--- config.mk ---
export PLATFORM = sky130hd
export DESIGN_NAME = dmem_responder_flat
export DESIGN_NICKNAME = d
export VERILOG_FILES = /design/src/rtl/dmem_responder_if.sv /design/src/rtl/dmem_responder.sv /design/src/flat_wrapper.sv
export SDC_FILE = /design/constraint.sdc
export NUM_CORES = 2
export LEC_CHECK = 0
export CAP_MARGIN = 0
export CORE_ASPECT_RATIO = 1.25
export CORE_MARGIN = 4
export CORE_UTILIZATION = 30
export CTS_CLUSTER_DIAMETER = 80
export DETAILED_ROUTE_END_ITERATION = 10
export HOLD_SLACK_MARGIN = 0.1
export PLACE_DENSITY_LB_ADDON = 0.3
export SETUP_SLACK_MARGIN = 0.3
export SYNTH_ARGS = -nofsm -noshare
export SYNTH_HDL_FRONTEND = slang
export SYNTH_SLANG_ARGS = --single-unit
--- constraint.sdc ---
create_clock -name clk -period 5.65 [get_ports clk]
set_input_delay 0.8475 -clock clk [delete_from_list [all_inputs] [get_ports clk]]
set_output_delay 0.8475 -clock clk [all_outputs]
set_load 0.005 [all_outputs]
--- src/rtl/dmem_responder_if.sv ---
// dmem_responder_if: request/response bus between a requester (master) and dmem_responder (slave)
interface dmem_responder_if;
  logic req;
  logic we;
  logic [15:0] addr;
  logic [15:0] wdata;
  logic busy;
  logic ack;
  logic [15:0] rdata;
  logic err;
  modport master (output req, we, addr, wdata, input busy, ack, rdata, err);
  modport slave (input req, we, addr, wdata, output busy, ack, rdata, err);
endinterface

--- src/rtl/dmem_responder.sv ---
// dmem_responder: fixed-latency 16-bit word memory, one access in flight, optional range check via DMEM_RANGE_CHK_EN
//   clk, rst : clock and synchronous active-high reset
//   bus      : slave side of dmem_responder_if (req/we/addr/wdata in, busy/ack/rdata/err out)
module dmem_responder #(
  parameter int DEPTH = 256,
  parameter int LATENCY = 2
) (
  input logic clk,
  input logic rst,
  dmem_responder_if.slave bus
);
  localparam int AW = $clog2(DEPTH);
  localparam logic [3:0] CNT_INIT = LATENCY > 1 ? 4'(LATENCY - 2) : 4'd0;
  typedef enum logic [1:0] {IDLE, WAIT, RESP} state_t;
  state_t state_q, state_d;
  logic [3:0] cnt_q, cnt_d;
  logic we_q, busy_q, ack_q, err_q;
  logic [15:0] addr_q, wdata_q, rdata_q;
  logic [15:0] mem [DEPTH];
  logic accept, go_resp, a_we, oob;
  logic [15:0] a_addr, a_wdata;
  // With LATENCY = 1 the RESP-entry edge is the acceptance edge, so the access
  // fields come straight from the bus in IDLE and from the latches otherwise.
  always_comb begin
    accept = state_q == IDLE && bus.req;
    go_resp = LATENCY == 1 ? accept : state_q == WAIT && cnt_q == 4'd0;
    a_we = state_q == IDLE ? bus.we : we_q;
    a_addr = state_q == IDLE ? bus.addr : addr_q;
    a_wdata = state_q == IDLE ? bus.wdata : wdata_q;
    state_d = go_resp ? RESP : accept ? WAIT : state_q == WAIT ? WAIT : IDLE;
    cnt_d = accept ? CNT_INIT : (state_q == WAIT && cnt_q != 4'd0) ? cnt_q - 4'd1 : cnt_q;
`ifdef DMEM_RANGE_CHK_EN
    oob = 32'(a_addr) >= DEPTH;
`else
    oob = 1'b0;
`endif
  end
`ifndef DMEM_RANGE_CHK_EN
  logic unused_addr_hi;
  assign unused_addr_hi = ^a_addr;
`endif
  always_ff @(posedge clk) begin
    if (rst) begin
      state_q <= IDLE;
      cnt_q <= 4'd0;
      busy_q <= 1'b0;
      ack_q <= 1'b0;
      err_q <= 1'b0;
      rdata_q <= 16'h0;
      we_q <= 1'b0;
      addr_q <= 16'h0;
      wdata_q <= 16'h0;
    end else begin
      state_q <= state_d;
      cnt_q <= cnt_d;
      busy_q <= state_d != IDLE;
      ack_q <= state_d == RESP;
      err_q <= go_resp && oob;
      if (accept) begin
        we_q <= bus.we;
        addr_q <= bus.addr;
        wdata_q <= bus.wdata;
      end
      if (go_resp && !a_we && !oob) rdata_q <= mem[a_addr[AW-1:0]];
    end
  end
  always_ff @(posedge clk)
    if (!rst && go_resp && a_we && !oob) mem[a_addr[AW-1:0]] <= a_wdata;
  assign bus.busy = busy_q;
  assign bus.ack = ack_q;
  assign bus.rdata = rdata_q;
  assign bus.err = err_q;
endmodule

--- src/flat_wrapper.sv ---
// flat-port wrapper written by rule: the top's interface ports become plain ports
module dmem_responder_flat 
#(
  parameter int DEPTH = 256,
  parameter int LATENCY = 2
)
  (clk, rst, bus_req, bus_we, bus_addr, bus_wdata, bus_busy, bus_ack, bus_rdata, bus_err);
  dmem_responder_if bus_i ();
  input logic clk;
  input logic rst;
  input wire logic [$bits(bus_i.req)-1:0] bus_req;
  input wire logic [$bits(bus_i.we)-1:0] bus_we;
  input wire logic [$bits(bus_i.addr)-1:0] bus_addr;
  input wire logic [$bits(bus_i.wdata)-1:0] bus_wdata;
  output wire logic [$bits(bus_i.busy)-1:0] bus_busy;
  output wire logic [$bits(bus_i.ack)-1:0] bus_ack;
  output wire logic [$bits(bus_i.rdata)-1:0] bus_rdata;
  output wire logic [$bits(bus_i.err)-1:0] bus_err;
  assign bus_i.req = bus_req;
  assign bus_i.we = bus_we;
  assign bus_i.addr = bus_addr;
  assign bus_i.wdata = bus_wdata;
  assign bus_busy = bus_i.busy;
  assign bus_ack = bus_i.ack;
  assign bus_rdata = bus_i.rdata;
  assign bus_err = bus_i.err;
  dmem_responder #(.DEPTH(DEPTH), .LATENCY(LATENCY)) u_core (.clk(clk), .rst(rst), .bus(bus_i));
endmodule
## Yosys cells after proc, flatten, opt, wreduce, memory -nomap -nowiden

Memory sizes are Yosys's and may differ from the RTL's. A register that Yosys moved wholly into a read port is not among the register bits.
Index checks and enable logic that the tools add are counted.

- Muxes and demuxes: 8
- Reduce and logical (&&, ||, !) cells: 13
- Equal/unequal tests: 2
- $add $sub $neg: 1

Operators with widths:

| kind | number |
|---|---|
| two-way mux 16 bit | 1 |
| two-way mux 8 bit | 1 |
| logical AND 1 bit | 6 |
| logical NOT 4 bit | 1 |
| two-way mux 1 bit | 4 |
| two-way mux 2 bit | 2 |
| nonzero test 4 bit | 1 |
| subtractor 4 x 1 -> 4 bit, second input constant | 1 |
| == test 2 x 1 -> 1 bit, second input constant | 1 |
| == test 2 bit, second input constant | 1 |
| logical NOT 1 bit | 2 |
| logical NOT 2 bit | 1 |
| nonzero test 2 bit | 1 |
| OR reduction 2 bit | 1 |

- Register bits: 33
- Memories: 1
- Memory bits (writable): 4096
- Word-level logic and storage cells: 32
- Output and inout bits: 19

Memory list:

| name | words | width | read ports | clocked after Yosys merged registers in | wr ports | line | source |
|---|---|---|---|---|---|---|---|
| u_core.mem | 256 | 16 | 1 | 1 | 1 | dmem_responder.sv:19 | `logic [15:0] mem [DEPTH];` |

## Depth between registers and ports, before layout

- Depth after elaboration: 6
- Depth in mapped cells: 12
- Gate-level depth less buffers: 8

## Least setup slack after synthesis

Ideal clock, no wire load.

- Path type: reg2reg
- Start point: register u_core.state_q[0]
- End point: memory u_core.mem[0][10] (data pin)
- Period minus slack after synthesis: 5680 ps
- Stages on the path, launching flop included: 9
- Path slack: -30 ps
- Arrival: 4858 ps
- Required time: 4827 ps
- Path buffers: 5
- Cells stage by stage: dfxtp_1 -> nor2_2 -> buf_6 -> buf_2 -> clkbuf_1 -> buf_1 -> buf_1 -> nand2_1 -> nand2_1

- Longest elaborated chain between the ends: 2

Ends and longest elaborated chain:

| what | line | source |
|---|---|---|
| start: declaration | dmem_responder.sv:15 | `state_t state_q, state_d;` |
| start signal: assignment | dmem_responder.sv:54 | `state_q <= state_d;` |
| logical NOT 2 bit | dmem_responder.sv:29 | `a_wdata = state_q == IDLE ? bus.wdata : wdata_q;` |
| two-way mux 16 bit | dmem_responder.sv:29 |  |
| named net u_core.a_wdata[10] | dmem_responder.sv:21 | `logic [15:0] a_addr, a_wdata;` |
| end: declaration | dmem_responder.sv:19 |  |

The timed path passes the listed nets, and every way through them passes these cells.

## Final worst setup path

- Start point: register u_core.state_q[0]
- End point: register u_core.rdata_q[0], in the netlist u_core.bus.rdata[0], read port of u_core.mem

- Longest elaborated chain between the ends: 4
- Elaborated cells between the ends (all ways): 7
- Classes of those cells: eq/ne: 1; mux: 2; reduce/logical: 4

Ends and longest elaborated chain:

| what | line | source |
|---|---|---|
| logical NOT 2 bit | dmem_responder.sv:27, dmem_responder.sv:28 |  |
| two-way mux 1 bit | dmem_responder.sv:27 | `a_we = state_q == IDLE ? bus.we : we_q;` |
| logical NOT 1 bit | dmem_responder.sv:64 | `if (go_resp && !a_we && !oob) rdata_q <= mem[a_addr[AW-1:0]];` |
| logical AND 1 bit | dmem_responder.sv:64 |  |
| end: declaration | dmem_responder.sv:18 | `logic [15:0] addr_q, wdata_q, rdata_q;` |

Parallel ways exist; a longest one is shown, timed or not.
A chain may end at the register's enable or synchronous reset.

==> out/metrics.csv <==
stage,metric,value,unit
drt,ANT nets after route,0,
timing,setup violators final,0,
logic_synthesis,fraction of registers with async set/reset,0,%
global_route,gr ovfl total,0,
clock_network,H-tree depth,5,
setup_path,critical path class,reg2reg,
setup_path,Worst R2R Setup Slack,0.76,ns
logic_synthesis,Synth Flop Type,edfxtp_1,
timing,Max Clock Freq,0.205,GHz
global_route,vias in the first global route,86300,
logic_synthesis,"EDFF count, synth",4096,
timing,RSZ-0062 raised after global routing,false,
setup_path,worst-path cell chain,"nor2_4, o21a_4, buf_4, buf_4, a21oi_1, o41ai_1, buf_4, a41oi_1, a2111oi_0, a211oi_1",
clock_network,Max clock buf depth,4,
setup_path,CP endpoint,u_core.bus.rdata[0],
die,die width,647,um
setup_path,count of cells along the worst register-to-register path,10,
timing,final worst-path cycle share,86.5,%
pwr,Max IR drop VDD,220,uV
setup_path,r2r startpoint,u_core.state_q[0],
setup_path,critical path peak fanout,23,
global_route,overall routing resource usage,17.1,%
drt,routed wire length per instance,28.4,um
timing,Worst-Margin Slew,1.31,ns
final_layout,share of layout cells above drive strength 1,14.9,%
place,DP Cell Count,15600,
die,Die H,806,um
logic_synthesis,Synth cell types,42,
timing,Final min period,4.89,ns
drt,First-pass DRT Iterations,5,
logic_synthesis,"Avg Cell Area, Syn",17.5,um^2
final_layout,Nets,9302,
global_route,antenna violations before repair,29,
clock_network,clock slew at reported path FFs,0.07,ns
setup_path,type of origin of the critical path,register,
global_route,first-pass GRT wire length,650,mm
worst_hold_path,hold_sp,u_core.wdata_q[12],
setup_path,slowest cell on the critical path,o41ai_1,
final_layout,design area,179000,um^2
clock_network,CTS sink cnt,4144,
setup_path,Worst path max stage delay,1.03,ns
final_layout,final non-filler cell total,16300,
die,full die area,521000,um^2
drt,drt initial violations,10300,
logic_synthesis,register area share after synthesis,81.0,%
job,Max Cap Viol,0,
die,num rows,292,
logic_synthesis,"area leader, netlist",edfxtp_1,
final_layout,Fill cells,47600,
logic_synthesis,synth top area cells,"edfxtp_1, a22oi_1, a21oi_1, o41ai_1, buf_2",
place,DP Wirelength,272,mm
clock_network,CTS Buf Count,378,
place,gpl congestion,0.817,
worst_hold_path,HP Class,reg2reg,
drt,final wirelength,464,mm
timing,Fin. Hold Viols,0,
clock_network,CTS tree,built,
final_layout,Syn-to-layout area delta,16.9,%
run_status,outcome,completed,
setup_path,instance count on the critical path,10,
setup_path,"Req. time, crit path",6.42,ns
clock_network,clk_lat worst skew,0.96,ns
clock_network,Post-CTS Setup Repair Bufs,0,
setup_path,CP arrival,5.66,ns
logic_synthesis,"Cell Area, Synth",153000,um^2
setup_path,number of buffers and inverters on the critical path,3,
setup_path,CP Capture Type,register,
logic_synthesis,Yosys Warn Count,0,
place,placed instance area,166000,um^2
logic_synthesis,post-synthesis sequential element count,4144,
clock_network,CTS root buf,clkbuf_16,
global_route,largest net degree at the start of global routing,150,
setup_path,R2R Path End,u_core.bus.rdata[0],
setup_path,Critical Path Start,u_core.state_q[0],
timing,Slew headroom,11.6,%
die,core area,507000,um^2
pwr,PwrDens,368,nW/um^2
die,Top Ports,55,
clock_network,"Hold-fix buffers, CTS",0,
setup_path,Critical Path Most Common Cell,buf_4,
logic_synthesis,Yosys top cell area share,80.4,%
place,IO buf count,45,
timing,setup TNS,0,ns
clock_network,Post-CTS Resized,0,
pwr,Static Leak,53.8,nW
timing,Worst Clk Skew,0.0633,ns
logic_synthesis,Synth Instances,8762,
logic_synthesis,Syn Nets,8800,
drt,via count,87400,
timing,final slew viol count,0,
setup_path,cell family with most CP delay,compound AO/OA/AOI/OAI gates,
drt,DRC Markers,0,
die,Initial Util,30.2,%
drt,vias per inst,5.35,
## placed cells by master, fill, tap and decap left out, types with 5 or more instances in the layout
| cell | n |
|---|---|
| edfxtp_1 | 4096 |
| a22oi_1 | 2048 |
| a21oi_1 | 1058 |
| buf_4 | 640 |
| clkbuf_16 | 379 |
| nor2_1 | 246 |
| o41ai_1 | 230 |
| nand2_1 | 104 |
| buf_12 | 100 |
| clkinv_2 | 83 |
| clkinv_1 | 63 |
| bufinv_16 | 55 |
| clkbuf_1 | 52 |
| dfxtp_1 | 48 |
| a41oi_1 | 45 |
| clkdlybuf4s50_1 | 44 |
| nor3_2 | 33 |
| clkinvlp_4 | 23 |
| o41ai_2 | 20 |
| nand4_1 | 16 |
| a211oi_1 | 16 |
| a2111oi_0 | 14 |
| diode_2 | 11 |
| inv_6 | 11 |
| clkinv_4 | 11 |
| nand2_8 | 10 |
| nor4_1 | 10 |
| nand2_4 | 9 |
| nand2_2 | 8 |
| nand3_2 | 8 |
| nor2_2 | 8 |
| inv_1 | 7 |
| nand3_1 | 7 |
| nand2b_1 | 5 |
| o21a_1 | 5 |
| o21ai_0 | 5 |
| clkinv_8 | 5 |
## final cells by class
cell class | instances | area [um^2] | area share (%)
tap | 6762 | 8460 | 4.73
inverter | 7 | 26.3 | 0.0147
clock buffer | 433 | 9710 | 5.43
sequential | 4144 | 124000 | 69.3
antenna | 11 | 27.5 | 0.0154
clock inverter | 258 | 2930 | 1.64
multi-input combinational | 3948 | 26500 | 14.8
timing repair buffer | 785 | 7250 | 4.05
## kinds of logic after synthesis
family,after synthesis,share of synthesized area [%]
AOI/OAI and AO/OA,3456,15.5
muxes,1,0.00654
xor gates and xnor gates,2,0.0115
other,1,0.00245
and+or+nand+nor,486,1.33
adders and majority gates,2,0.0164
DFF,4144,81.0
buffers and inverters,670,2.11
## sequential cells by signal (all words and copies together), names as in the netlist, 4 cells and up
| signal | count |
|---|---|
| u_core.wdata_q | 16 |
| u_core.addr_q | 8 |
| u_core.bus.rdata | 16 |
| u_core.cnt_q | 4 |
| u_core.mem | 4096 |
## tightest hold or removal path, delay by kind of cell (launching register included)
| kind | cells | cell delay, ns |
|---|---|---|
| and+or+nand+nor | 1 | 0.05 |
| DFF | 1 | 0.31 |
| AOI/OAI and AO/OA | 1 | 0.05 |
## how the worst min path moves through the flow
| stage | endpoint | slack, ns | cells after the start |
|---|---|---|---|
| after floorplan | u_core.wdata_q[0] | 0.44 | 2 |
| after global routing | u_core.wdata_q[3] | 0.47 | 2 |
| after detailed placement | u_core.wdata_q[3] | 0.45 | 2 |
| after global placement | u_core.wdata_q[7] | 0.44 | 2 |
| after CTS | u_core.wdata_q[14] | 0.42 | 3 |
| final | u_core.wdata_q[12] | 0.46 | 2 |
## layer usage
metal  vias up  wire, um  GRT usage (%)  share of wire (%)
met1     45700    185000           22.1                 40
li1      37500         -              -                  -
met2      3547    228000           28.9                 49
met5         -       146              0              0.031
met4        22     18900           6.45                4.1
met3       658     32000           2.63                6.9
## cells in the mapped netlist (all sizes together) (4+ instances only)
cell,number
a2111oi,14
a211oi,16
a21oi,1058
a22oi,2048
a41oi,45
buf,469
clkbuf,194
dfxtp,48
edfxtp,4096
inv,7
nand2,131
nand2b,5
nand3,15
nand3b,4
nand4,16
nor2,256
nor3,37
nor3b,4
nor4,10
o21a,6
o21ai,9
o31ai,4
o41ai,250
## report_power, final
group	total [mW]	internal (mW)	switching (mW)
Combinational	5.17	1.34	3.83
Clock	26.3	14.9	11.4
Sequential	34.3	34.3	0.0487
## stage by stage
step | utilization [%] | setup WS (ns) | hold slack, ns | power, mW
final | 35.3 | 0.761 | 0.457 | 65.8
after detailed placement | 32.8 | 0.250 | 0.450 | 40.2
after global placement | 32.8 | 0.296 | 0.442 | 40.1
after floorplan | - | 0.265 | 0.437 | 37.8
after CTS | 35.3 | 0.769 | 0.416 | 66.3
after global routing | 35.3 | 0.695 | 0.469 | 67.7
Note: power is estimated with default switching activity, not from simulation.
